`src/rtl/apb_bridge_pkg.sv`:
```
// apb_bridge_pkg: shared state encoding and width helper for the APB master bridge
package apb_bridge_pkg;
  typedef enum logic [3:0] {
    IDLE   = 4'b0001,
    SETUP  = 4'b0010,
    ACCESS = 4'b0100,
    RESP   = 4'b1000
  } state_t;
  function automatic int clog2(input int v);
    int r = 1;
    while ((1 << r) < v) r++;
    return r;
  endfunction
endpackage

```
`src/rtl/apb_addr_decode.sv`:
```
// apb_addr_decode: slave-index field of the address to one-hot select plus out-of-range flag
module apb_addr_decode
  import apb_bridge_pkg::*;
#(
  parameter int ADDR_W  = 32,
  parameter int NUM_SLV = 4,
  parameter int SEL_LSB = 28
) (
  input  logic [ADDR_W-1:0]  addr,
  output logic [NUM_SLV-1:0] sel,
  output logic               dec_err
);
  localparam int IW = clog2(NUM_SLV);
  logic [IW-1:0] idx;
  logic          unused_addr;
  assign idx         = addr[SEL_LSB +: IW];
  assign unused_addr = ^addr;
  assign dec_err     = int'(idx) >= NUM_SLV;
  for (genvar i = 0; i < NUM_SLV; i++) begin : g_sel
    assign sel[i] = int'(idx) == i;
  end
endmodule

```
`src/rtl/apb_multi_master.sv`:
```
// apb_multi_master: valid/ready request port to APB3/APB4 transfers with decoded PSEL and wait-state timeout
module apb_multi_master
  import apb_bridge_pkg::*;
#(
  parameter int ADDR_W  = 32,
  parameter int DATA_W  = 32,
  parameter int NUM_SLV = 4,
  parameter int SEL_LSB = 28,
  parameter int TIMEOUT = 16
) (
  input  logic                PCLK,
  input  logic                PRESETn,
  input  logic                req_valid,
  output logic                req_ready,
  input  logic                req_write,
  input  logic [ADDR_W-1:0]   req_addr,
  input  logic [DATA_W-1:0]   req_wdata,
  input  logic [DATA_W/8-1:0] req_strb,
  output logic                rsp_valid,
  output logic [DATA_W-1:0]   rsp_rdata,
  output logic                rsp_err,
  output logic [NUM_SLV-1:0]  PSEL,
  output logic                PENABLE,
  output logic [ADDR_W-1:0]   PADDR,
  output logic                PWRITE,
  output logic [DATA_W-1:0]   PWDATA,
  output logic [DATA_W/8-1:0] PSTRB,
  input  logic [DATA_W-1:0]   PRDATA,
  input  logic                PREADY,
  input  logic                PSLVERR
);
  localparam int SW = DATA_W / 8;
  localparam int CW = clog2(TIMEOUT + 1);
  localparam logic [CW-1:0] TO_LAST = CW'(TIMEOUT - 1);
  state_t              state_q, state_d;
  logic [NUM_SLV-1:0]  psel_q, psel_d, sel;
  logic                penable_q, penable_d, pwrite_q, pwrite_d;
  logic [ADDR_W-1:0]   paddr_q, paddr_d;
  logic [DATA_W-1:0]   pwdata_q, pwdata_d, rsp_rdata_q, rsp_rdata_d;
  logic [SW-1:0]       pstrb_q, pstrb_d;
  logic                rsp_valid_q, rsp_valid_d, rsp_err_q, rsp_err_d;
  logic [CW-1:0]       cnt_q, cnt_d;
  logic                dec_err, timeout;
  apb_addr_decode #(.ADDR_W(ADDR_W), .NUM_SLV(NUM_SLV), .SEL_LSB(SEL_LSB)) u_dec (
    .addr(req_addr),
    .sel(sel),
    .dec_err(dec_err)
  );
  assign timeout = (TIMEOUT != 0) && (cnt_q == TO_LAST);
  always_comb begin
    state_d     = state_q;
    psel_d      = psel_q;
    penable_d   = penable_q;
    paddr_d     = paddr_q;
    pwrite_d    = pwrite_q;
    pwdata_d    = pwdata_q;
    pstrb_d     = pstrb_q;
    rsp_valid_d = 1'b0;
    rsp_rdata_d = rsp_rdata_q;
    rsp_err_d   = rsp_err_q;
    cnt_d       = cnt_q;
    case (state_q)
      IDLE: if (req_valid) begin
        if (dec_err) begin
          state_d     = RESP;
          rsp_valid_d = 1'b1;
          rsp_err_d   = 1'b1;
          rsp_rdata_d = '0;
        end else begin
          state_d  = SETUP;
          psel_d   = sel;
          paddr_d  = req_addr;
          pwrite_d = req_write;
          pwdata_d = req_wdata;
          pstrb_d  = req_write ? req_strb : '0;
        end
      end
      SETUP: begin
        state_d   = ACCESS;
        penable_d = 1'b1;
        cnt_d     = '0;
      end
      ACCESS: if (PREADY || timeout) begin
        state_d     = RESP;
        psel_d      = '0;
        penable_d   = 1'b0;
        pstrb_d     = '0;
        rsp_valid_d = 1'b1;
        rsp_err_d   = !PREADY || PSLVERR;
        rsp_rdata_d = (PREADY && !PSLVERR && !pwrite_q) ? PRDATA : '0;
      end else begin
        cnt_d = cnt_q + CW'(1);
      end
      default: state_d = IDLE;
    endcase
  end
  always_ff @(posedge PCLK or negedge PRESETn) begin
    if (!PRESETn) begin
      state_q     <= IDLE;
      psel_q      <= '0;
      penable_q   <= 1'b0;
      paddr_q     <= '0;
      pwrite_q    <= 1'b0;
      pwdata_q    <= '0;
      pstrb_q     <= '0;
      rsp_valid_q <= 1'b0;
      rsp_rdata_q <= '0;
      rsp_err_q   <= 1'b0;
      cnt_q       <= '0;
    end else begin
      state_q     <= state_d;
      psel_q      <= psel_d;
      penable_q   <= penable_d;
      paddr_q     <= paddr_d;
      pwrite_q    <= pwrite_d;
      pwdata_q    <= pwdata_d;
      pstrb_q     <= pstrb_d;
      rsp_valid_q <= rsp_valid_d;
      rsp_rdata_q <= rsp_rdata_d;
      rsp_err_q   <= rsp_err_d;
      cnt_q       <= cnt_d;
    end
  end
  assign req_ready = state_q == IDLE;
  assign rsp_valid = rsp_valid_q;
  assign rsp_rdata = rsp_rdata_q;
  assign rsp_err   = rsp_err_q;
  assign PSEL      = psel_q;
  assign PENABLE   = penable_q;
  assign PADDR     = paddr_q;
  assign PWRITE    = pwrite_q;
  assign PWDATA    = pwdata_q;
  assign PSTRB     = pstrb_q;
endmodule

```
`config.mk`:
```
export PLATFORM = sky130hd
export DESIGN_NAME = apb_multi_master
export DESIGN_NICKNAME = d
export VERILOG_FILES = /design/src/rtl/apb_bridge_pkg.sv /design/src/rtl/apb_addr_decode.sv /design/src/rtl/apb_multi_master.sv
export SDC_FILE = /design/constraint.sdc
export NUM_CORES = 1
export LEC_CHECK = 0
export CAP_MARGIN = 25
export CORE_MARGIN = 2
export CORE_UTILIZATION = 37
export CTS_CLUSTER_DIAMETER = 60
export DETAILED_ROUTE_END_ITERATION = 16
export PLACE_DENSITY = 0.73
export SYNTH_ARGS = -nofsm -noshare
export SYNTH_HDL_FRONTEND = slang
export SYNTH_SLANG_ARGS = --single-unit
```
`constraint.sdc`:
```
create_clock -name PCLK -period 2.2 [get_ports PCLK]
set_input_delay 0.44 -clock PCLK [delete_from_list [all_inputs] [get_ports PCLK]]
set_output_delay 0.44 -clock PCLK [all_outputs]
set_load 0.05 [all_outputs]
```
# Yosys cells after proc, flatten, opt, wreduce, memory -nomap -nowiden
# Cells that the tools add are included.
# totals
register_bits,117
out_inout_bits,109
elab_cells,54
# classes
n_addsub,1
eq_ne,10
mux,16
n_reduce_logical,16
# ops
operator,n
2-to-1 mux 32 bit,1
2-to-1 mux 4 bit,6
one-hot mux 4 bit (2 select lines),2
one-hot mux 4 bit (3 select lines),1
one-hot mux 5 bit (2 select lines),1
AND reduction 2 bit,5
"!= test 2 bit, second input constant",3
"adder 5 x 1 -> 5 bit, second input constant",1
"equality test 5 x 4 -> 1 bit, second input constant",1
2-to-1 mux 5 bit,1
"equality test 2 bit, second input constant",2
"equality test 4 x 1 -> 1 bit, second input constant",1
"equality test 4 x 2 -> 1 bit, second input constant",1
"equality test 4 x 3 -> 1 bit, second input constant",1
nonzero test 2 bit,2
zero test 1 bit,3
2-to-1 mux 1 bit,3
AND reduction 3 bit,1
"equality test 2 x 1 -> 1 bit, second input constant",1
logical AND 1 bit,2
zero test 2 bit,1
logical OR 1 bit,2
one-hot mux 1 bit (2 select lines),1

# Depth between registers and ports, before layout
# Gate-level depths: netlist (run 1).
# depth
word_depth,4
ltp_mapped,7
depth_no_buf,7

# Modules after synthesis
# From an unflattened synthesis (run 1), not the netlist that was laid out.
# unflattened
hier_cells,326
area_unflattened_um2,4888.4
# modules_own_cells
module,n_inst,cells_each,area_each_um2,seq_area_each_um2
apb_multi_master,1,320,4850.9,2929.1
apb_addr_decode,1,6,37.5,0.0

# Worst setup path before layout (run 1)
# No wires, ideal clock.
# synth_timing
path_kind,register to register
start,reg state_q[0]
end,reg paddr_q[3] (netlist: PADDR[3])
setup_ns,0.125
t_arrival_ns,2.117
required_ns,2.075
path_slack_ns,-0.042
stages_incl_launch_ff,6
path_buffers,1
synth_period_minus_slack_ns,2.242
cell_sequence,dfstp_2 > nor4b_4 > nand2_2 > inv_2 > buf_4 > mux2_2
# synth_between
elab_chain_cells,2
# synth_lines
item,line_no,source
from (decl),apb_multi_master.sv:35,"state_t state_q, state_d;"
from (signal assigned),apb_multi_master.sv:111,state_q <= state_d;
equality test 4 x 1 -> 1 bit,n/a,
via req_ready,apb_multi_master.sv:14,"output logic req_ready,"
AND reduction 2 bit (no line),n/a,
to (signal assigned),apb_multi_master.sv:114,paddr_q <= paddr_d;
to (decl),apb_multi_master.sv:38,"logic [ADDR_W-1:0] paddr_q, paddr_d;"
# The timed path passes the listed nets, and every way through them passes these cells.
# A chain may end at the register's enable or synchronous reset.

# Worst setup path after layout (run 1)
# layout_timing
start,reg cnt_q[0]
end,reg pstrb_q[3] (netlist: PSTRB[3])
# layout_between
elab_chain_cells,4
# layout_lines
item,line_no,source
from (decl),apb_multi_master.sv:42,"logic [CW-1:0] cnt_q, cnt_d;"
from (signal assigned),apb_multi_master.sv:121,cnt_q <= cnt_d;
equality test 5 x 4 -> 1 bit,apb_multi_master.sv:49,assign timeout = (TIMEOUT != 0) && (cnt_q == TO_LAST);
logical OR 1 bit,apb_multi_master.sv:83,ACCESS: if (PREADY || timeout) begin
!= test 2 bit (no line),n/a,
AND reduction 3 bit (no line),n/a,
to (signal assigned),apb_multi_master.sv:117,pstrb_q <= pstrb_d;
to (decl),apb_multi_master.sv:40,"logic [SW-1:0] pstrb_q, pstrb_d;"
# No other way between the ends.

==> results of run 1 <==
-- layer usage --
layer | GRT usage [%] | wire [µm] | share of wire [%] | up-vias
met1 | 20.47 | 4709 | 39 | 1799
met4 | 8.016 | 264 | 2.2 | 0
met5 | 0 | 0 | 0 | -
met2 | 32.32 | 6318 | 52 | 133
met3 | 6.435 | 897 | 7.4 | 22
li1 | - | - | - | 1697
-- path summary, 6_finish.rpt --
| kind | start | end | slack, ns |
|---|---|---|---|
| worst max-delay path | cnt_q[0] | PSTRB[3] | 0.1 |
| max in group asynchronous | PRESETn | state_q[0] | 1.27 |
| worst min register to register | PADDR[1] | PADDR[1] | 0.48 |
| worst max register to register | cnt_q[0] | PSTRB[3] | 0.1 |
| worst min-delay path | PRESETn | rsp_rdata[14] | 0.38 |
| min in group PCLK | PADDR[1] | PADDR[1] | 0.48 |
-- synth_stat cells (all sizes together) (2+ instances only) --
master and count:
dfrtp 116, mux2 73, o21ai 65, nand2 35, clkbuf 12, buf 7
and3 6, inv 6, nor2 4, nor3b 4, nor4b 4, nor3 3
ha 2, nand3 2
-- power breakdown --
part / total (mW) / switching [mW] / internal [mW]
Combinational: 6.33 / 3.92 / 2.41
Clock: 2.64 / 0.925 / 1.71
Sequential: 3.45 / 0.450 / 3.00
-- flip-flops by register name, indices dropped and copies added, names as in the netlist, 4 cells and up --
signal     cells
PSTRB          4
state_q        4
PSEL           4
PADDR         32
cnt_q          5
rsp_rdata     32
PWDATA        32
-- kinds of logic (layout without fill, tap and decap cells) --
kind of cell               count (synthesis)  after routing
muxes                                     74             74
AOI/OAI and AO/OA                         73             73
and+or+nand+nor                           62             62
DFF                                      117            117
adders and majority gates                  2              2
buffers and inverters                     25            265
-- final cells by class --
class	count	area, µm²
clock inverters	10	105.1
fillers	958	4494
clock buffers	22	464.2
inverters	6	25.02
well taps	168	210.2
multi-input cells	211	1605
flip-flops and latches	117	2929
repair buffers	227	2328
-- timing repair --
item	in CTS	in global routing
setup buffers	0	1
setup endpoints to repair	0	8
hold buffers	1	0
endpoints found under the hold margin	1	0
gates resized for setup	0	1
==> impl_metrics.py, run 1 <==
metrics = {
    "die": {
        "core_area_mm2": 0.01216,
        "initial_utilization_pct": 38.24,
        "die_width_um": 116.1,
        "total_die_area_mm2": 0.01348,
        "io-pin-count": 215,
        "die_height_um": 116.1,
        "placementRows": 40,
    },
    "critical_path": {
        "timing.critical_path.arrival_ns": 2.39,
        "crit_path_max_fanout": 8,
        "crit_cells": 7,
        "critical_path.cell_chain": "ha_1, and3_1, ha_1, or2_2, a22oi_2, buf_6, mux2_2",
        "slowest_stage": "dfrtp_1",
        "critical_path_buf_inv_count": 1,
        "critical-path-top-delay-family": "simple AND/OR/NAND/NOR gates",
        "critPathKind": "reg -> reg",
        "worst-r2r-cell-count": 7,
        "critical_path.startpoint_type": "flop",
        "critical_path.most_common_cell": "ha_1",
        "critPathRequiredTime_ns": 2.49,
        "crit_path_end_kind": "flop",
        "timing.critical_path.slowest_cell_delay_ns": 0.40,
    },
    "global_route": {
        "antenna_violations_before_repair": 0,
        "track_usage_pct": 18.48,
        "pin_count_of_the_biggest_net_entering_global_routing": 60,
        "grt_pass1_wl_mm": 19.11,
        "grt_pass1_vias": 3860,
        "grt_overflow_total": 0,
    },
    "synth": {
        "synth_top_family_by_area": "multiplexers",
        "synth-compound-area-share_pct": 8.475,
        "synth_largest_area_cell": "dfrtp_1",
        "syn_area_mm2": 0.004651,
        "synthMuxAreaShare_pct": 17.89,
        "syn_avg_cell_area_um2": 13.17,
        "yosysSeqAreaShare_pct": 62.98,
        "synthSimpleGateAreaFrac_pct": 7.452,
        "synth_fp_nets": 461,
        "synth.distinct_cells": 35,
        "ys_seq_elements": 117,
        "postSynthCellCount": 353,
        "async_flop_share_pct": 100.0,
        "synth_top_area_share_pct": 62.42,
        "synth_xor_area_share_pct": 0,
        "adder_cell_share_of_the_synthesized_area_pct": 0.5381,
        "synth-edff-count": 0,
        "netlist_top_cells_area": "dfrtp_1, mux2_2, o21ai_0, nand2_1, mux2_1",
        "synth_top_flop_cell": "dfrtp_1",
        "number_of_warning_messages_in_the_yosys_log": 0,
    },
    "final_layout": {
        "layout.cells.most_common": "clkdlybuf4s50_1",
        "fraction_of_layout_instances_using_a_drive_strength_above_1_pct": 20.57,
        "insertedDiodeCount": 0,
        "finalCoreUtilization_pct": 63.05,
        "num-nets-final": 688,
        "layout_common_cells": "clkdlybuf4s50_1, dfrtp_1, mux2_2, o21ai_0, nand2_1",
        "layout-area-overhead-vs-synth_pct": 64.86,
        "finalInstanceArea_mm2": 0.007667,
        "non_filler_instance_count_after_layout": 761,
    },
    "route": {
        "drtIter0Drc": 139,
        "wl_per_cell_um": 16.02,
        "avgViaCountPerCell": 4.798,
        "antenna_left": 0,
        "drt_first_pass_iters": 4,
        "finalWirelength_mm": 12.19,
        "drc_errors": 0,
        "detailroute.via_count": 3651,
    },
    "placed_design": {
        "detailed_place.area_mm2": 0.007077,
        "gp_congestion": 0.8464,
        "place.detailed.hpwl_mm": 8.705,
        "place_worst_setup_slack_ns": 0.06787,
        "placed_cells": 727,
        "port_buffers": 214,
    },
    "timing": {
        "maxSlewHeadroom_pct": 63.48,
        "final.period_utilization_pct": 95.55,
        "timing.final.setup_violations": 0,
        "timing.setup.tns_ns": 0,
        "final_report_max_slew_violation_count": 0,
        "finalHoldViolCount": 0,
        "timing.clock.skew_ns": 0.006332,
        "fmax_mhz": 475.7,
        "worst_slew_pin_slew_ns": 0.5461,
        "timing.hold.ws_ns": 0.3844,
        "period_needed_ns": 2.102,
        "setup_ws_ns": 0.09781,
    },
    "cts": {
        "cts-htree-levels": 4,
        "clock_tree_from_tritoncts": "yes",
        "clk-insertion-delay-late_ns": 0.40,
        "clock_slew_at_the_register_clock_pins_of_the_worst_setup_and_hold_paths_ns": 0.05,
        "numClockSinks": 117,
        "cts_inserted_buffers": 17,
        "cts_max_path_buffers": 2,
        "clock-root-buffer": "clkbuf_16",
    },
    "pwr": {
        "power.static_leakage_nw": 3.183,
        "power.ir.vdd_worst_mv": 0.8986,
        "fin_total_pwr_mw": 12.41,
        "pwr_cell_area_mw_per_mm2": 1619,
    },
    "status": {
        "status": "complete, no violations",
    },
    "min_path": {
        "hold_class": "in -> async",
    },
    "run": {
        "max_cap_viol_count": 0,
    },
}
No activity file was read; power rests on OpenSTA's default activity.
==> run 2: changes to the inputs <==
--- a/config.mk
+++ b/config.mk
@@ -5,6 +5,7 @@
 export SDC_FILE = /design/constraint.sdc
 export NUM_CORES = 1
 export LEC_CHECK = 0
+export ABC_CLOCK_PERIOD_IN_PS = 1700
 export CAP_MARGIN = 25
 export CORE_MARGIN = 2
 export CORE_UTILIZATION = 37
==> constraint.sdc (replaced) <==
create_clock -name PCLK -period 1.7 [get_ports PCLK]
set_input_delay 0.34 -clock PCLK [delete_from_list [all_inputs] [get_ports PCLK]]
set_output_delay 0.34 -clock PCLK [all_outputs]
set_load 0.05 [all_outputs]
==> run 2 against run 1 <==
The flow now finishes with violations (setup timing). Non-clock buffer count grew 49. Combinational power up 52%. Sequential cell count unchanged. Worst hold slack gained 0.030 ns. Power increased by 41%. Die area did not move. Design area increased by 9.8%. Sequential power increased by 32%. Largest cell class unchanged.
==> impl_metrics.py, run 2 (synthesis results as in run 1) <==
metrics = {
    "final_layout": {
        "fraction_of_layout_instances_using_a_drive_strength_above_1_pct": 46.35,
        "insertedDiodeCount": 0,
        "finalInstanceArea_mm2": 0.008417,
        "layout.filler_cells": 888,
        "layout-area-overhead-vs-synth_pct": 80.98,
        "num-nets-final": 740,
        "layout_common_cells": "buf_4, dfrtp_1, clkdlybuf4s50_1, mux2_4, o21ai_0",
        "layout.cells.most_common": "buf_4",
        "non_filler_instance_count_after_layout": 811,
    },
    "global_route": {
        "antenna_violations_before_repair": 0,
        "grt_pass1_vias": 4253,
        "grt_pass1_wl_mm": 21.02,
        "track_usage_pct": 20.35,
        "pin_count_of_the_biggest_net_entering_global_routing": 38,
        "grt_overflow_total": 0,
    },
    "route": {
        "drtIter0Drc": 221,
        "avgViaCountPerCell": 4.967,
        "drt_first_pass_iters": 4,
        "detailroute.via_count": 4028,
        "finalWirelength_mm": 14.91,
        "drc_errors": 0,
        "wl_per_cell_um": 18.38,
        "antenna_left": 0,
    },
    "min_path": {
        "hold_class": "in -> async",
    },
    "pwr": {
        "power.ir.vdd_worst_mv": 1.414,
        "power.static_leakage_nw": 3.935,
        "pwr_cell_area_mw_per_mm2": 2072,
    },
    "timing": {
        "timing.final.setup_violations": 58,
        "timing.hold.ws_ns": 0.4145,
        "maxSlewHeadroom_pct": 73.13,
        "setup_ws_ns": -0.1723,
        "finalHoldViolCount": 0,
        "worst_slew_pin_slew_ns": 0.4031,
        "fmax_mhz": 534.1,
        "timing.clock.skew_ns": 0.005319,
        "unrepaired_setup_endpoints_after_global_routing": "yes",
        "period_needed_ns": 1.872,
        "final.period_utilization_pct": 110.1,
        "final_report_max_slew_violation_count": 0,
    },
    "cts": {
        "cts_max_path_buffers": 2,
        "clock_tree_from_tritoncts": "yes",
        "clk-insertion-delay-late_ns": 0.41,
        "cts-htree-levels": 4,
        "clock-root-buffer": "clkbuf_16",
        "numClockSinks": 117,
        "cts_inserted_buffers": 17,
        "clock_slew_at_the_register_clock_pins_of_the_worst_setup_and_hold_paths_ns": 0.05,
    },
    "critical_path": {
        "worst-r2r-cell-count": 7,
        "timing.critical_path.arrival_ns": 2.16,
        "critPathKind": "reg -> reg",
        "crit_path_max_fanout": 8,
        "critical_path.startpoint_type": "flop",
        "critPathRequiredTime_ns": 1.99,
        "crit_path_end_kind": "flop",
    },
    "die": {
        "die_width_um": 116.1,
        "initial_utilization_pct": 38.24,
        "placementRows": 40,
        "core_area_mm2": 0.01216,
        "total_die_area_mm2": 0.01348,
        "die_height_um": 116.1,
        "io-pin-count": 215,
    },
    "placed_design": {
        "gp_congestion": 0.8207,
        "detailed_place.area_mm2": 0.007004,
        "place_worst_setup_slack_ns": -0.2685,
        "placed_cells": 748,
        "port_buffers": 214,
        "place.detailed.hpwl_mm": 9.197,
    },
    "status": {
        "violations": "setup timing",
        "status": "complete, but fails checks",
    },
    "run": {
        "max_cap_viol_count": 0,
    },
}
[run 2: changes by cell type in the layout (fill, tap and decap cells not counted), sizes merged]
cell	change
bufinv	-1
clkinv	+1
clkbuf	+9
clkinvlp	-2
buf	+151
or4b	+1
inv	-1
clkdlybuf4s50	-108
[run 2: metal layers]
metal	part of all wire [%]	vias to the layer above	GRT usage, %
met5	0	-	0
met4	2.3	0	9.206
met3	6.0	28	5.968
met2	52	171	34.70
met1	40	2017	23.87
li1	-	1812	-
[run 2: worst paths after layout]
check	slack [ns]	from	endpoint
setup / recovery	-0.17	cnt_q[0]	PSEL[1]
hold / removal	0.41	PRESETn	rsp_rdata[8]
setup reg to reg	-0.17	cnt_q[0]	PSEL[1]
hold reg to reg	0.51	PWDATA[20]	PWDATA[20]
max in group asynchronous	0.74	PRESETn	state_q[0]
min in group PCLK	0.47	PRDATA[4]	rsp_rdata[4]
[run 2: through the flow]
stage	util [%]	setup TNS, ns	power, mW
6_report	69.21	-5.237	17.44
5_1_grt	69.21	-10.60	18.15
4_1_cts	64.39	-6.250	16.15
3_5_place_dp	57.59	-10.67	12.62
3_3_place_gp	57.59	-8.186	12.44
2_1_floorplan	-	-35.22	9.768
[run 2: timing repair]
| item | in CTS | in global routing |
|---|---|---|
| hold buffers | 1 | 0 |
| setup endpoints to repair | 52 | 113 |
| resized for setup | 35 | 88 |
| setup buffers | 9 | 8 |
| gates cloned | 4 | 11 |
| pin swaps | 5 | 7 |
| endpoints found under the hold margin | 25 | 0 |
[run 2: critical path, cell delays in order (launching register included)]
cell     delay [ns]
dfrtp_1        0.38
ha_2           0.19
and3_4         0.18
ha_4           0.15
or2_4          0.23
a22oi_2        0.13
buf_6          0.18
mux2_4         0.31
[run 2: layout make-up]
cell class | instances | area [µm²] | share of cell area, %
Clock buffer | 25 | 485.5 | 5.768
Inverter | 6 | 35.03 | 0.4162
Timing Repair Buffer | 276 | 2686 | 31.92
Tap cell | 168 | 210.2 | 2.497
Sequential cell | 117 | 2930 | 34.81
Clock inverter | 5 | 50.05 | 0.5946
Timing Repair inverter | 2 | 32.53 | 0.3865
Multi-Input combinational cell | 212 | 1987 | 23.61
[run 2: where the power goes]
| part | internal [mW] | leakage, nW | total, mW | switching, mW |
|---|---|---|---|---|
| clock | 2.09 | 0.267 | 3.25 | 1.16 |
| sequential | 3.89 | 1.46 | 4.54 | 0.652 |
| combinational | 4.04 | 2.21 | 9.65 | 5.62 |
| total | 10.0 | 3.93 | 17.4 | 7.43 |
==> RTL edit: new RTL, config.mk and constraints of run 2 <==
Take the reset off `pwdata_q` and load it in a clocked block of its own.
--- a/src/rtl/apb_multi_master.sv
+++ b/src/rtl/apb_multi_master.sv
@@ -103,3 +103,2 @@
       pwrite_q    <= 1'b0;
-      pwdata_q    <= '0;
       pstrb_q     <= '0;
@@ -115,3 +114,2 @@
       pwrite_q    <= pwrite_d;
-      pwdata_q    <= pwdata_d;
       pstrb_q     <= pstrb_d;
@@ -122,2 +120,6 @@
     end
+  end
+
+  always_ff @(posedge PCLK) begin
+    pwdata_q <= pwdata_d;
   end
Function: changed (Yosys sat finds a counterexample within 4 cycles, from zero or initial values and one cycle with PRESETn low).
==> RTL edit against run 2 <==
The run still ends with setup timing left. Non-clock buffer count increased by 2. Sequential cell count did not move. Worst hold slack better by 6.4 ps. Design area is 4.6% lower. Total power is 12% lower. Clock skew up 0.88 ps. Synthesized area is 4.8% lower. Setup slack worse by 38 ps. Cell count shrank 6.8%. Wire length shrank 10%.
==> RTL edit: results (changes against run 2) <==
qor: outcome.outcome finished with violations
qor: outcome.violated_checks setup timing
qor: yosys.synthAdderAreaFrac 0.565% [+0.027 points]
qor: layout.share_of_cells_above_drive_strength_1 42.6% [-3.8 points]
qor: yosys.yosys-top-cells-count 84 x sky130_fd_sc_hd__dfrtp_1, 58 x sky130_fd_sc_hd__o21ai_0, 39 x sky130_fd_sc_hd__mux2_2, 35 x sky130_fd_sc_hd__nand2_1, 32 x sky130_fd_sc_hd__edfxtp_1
qor: placed_design.dpl.hpwl 8.98 mm [-2.4%]
qor: power.powerClk 3930 µW [+21%]
qor: yosys.postSynthCellCount 319 [-9.6%]
qor: yosys.synth-edff-count 32 [+32]
qor: timing.max_slew.worst_pin.slew 388 ps [-14.7 ps]
qor: routing.routed_wl 13.4 mm [-10%]
qor: global_route.wire_length_of_the_first_global_routing_pass 20.1 mm [-4.4%]
qor: power.vdd_ir_drop_max 0.730 mV [-48%]
qor: global_route.grt.total_usage 20.4% [+0.096 points]
qor: timing.final_setup_viols 51 [-12%]
qor: global_route.grt_max_degree 33 [-13%]
qor: layout.final.fill_count 796 [-10%]
qor: power.combinationalPower 7150 µW [-26%]
qor: worst_setup_path.data_arrival_at_the_endpoint_of_the_critical_path 2190 ps [+30 ps]
qor: routing.first_iter_violations 176 [-20%]
qor: layout.combined_flip_flop_and_latch_cell_area 0.00309 mm² [+5.4%]
qor: timing.worst_clock_skew 6.20 ps [+0.885 ps]
qor: yosys.syn-num-nets 427 [-7.4%]
qor: timing.post-route-worst-setup-slack -210 ps [-37.7 ps]
qor: global_route.number_of_global_route_vias_before_repair 3,729 [-12%]
RTL edit: cell count changes after synthesis:
cell	delta
sky130_fd_sc_hd__nand2_1	+1
sky130_fd_sc_hd__buf_4	-3
sky130_fd_sc_hd__dfrtp_1	-32
sky130_fd_sc_hd__inv_1	+1
sky130_fd_sc_hd__nand2_2	-1
sky130_fd_sc_hd__o21ai_0	-4
sky130_fd_sc_hd__o21ai_1	+4
sky130_fd_sc_hd__mux2_2	-28
sky130_fd_sc_hd__mux2_1	-4
sky130_fd_sc_hd__edfxtp_1	+32
RTL edit: repair_timing:
action / CTS / global route
cloned: 3 / 2
resized for setup: 31 / 19
setup buffers: 6 / 17
endpoints found under the setup margin: 52 / 83
pin swaps: 4 / 4
hold endpoints to repair: 23 / 0
hold buffers: 1 / 0
RTL edit: final cells by class:
type / instances / share of cell area, %
repair buffers: 278 / 32.8
well taps: 143 / 2.23
multi-input cells: 179 / 17.9
flip-flops and latches: 117 / 38.5
inverters: 7 / 0.483
clock inverters: 11 / 2.54
clock buffers: 21 / 5.61
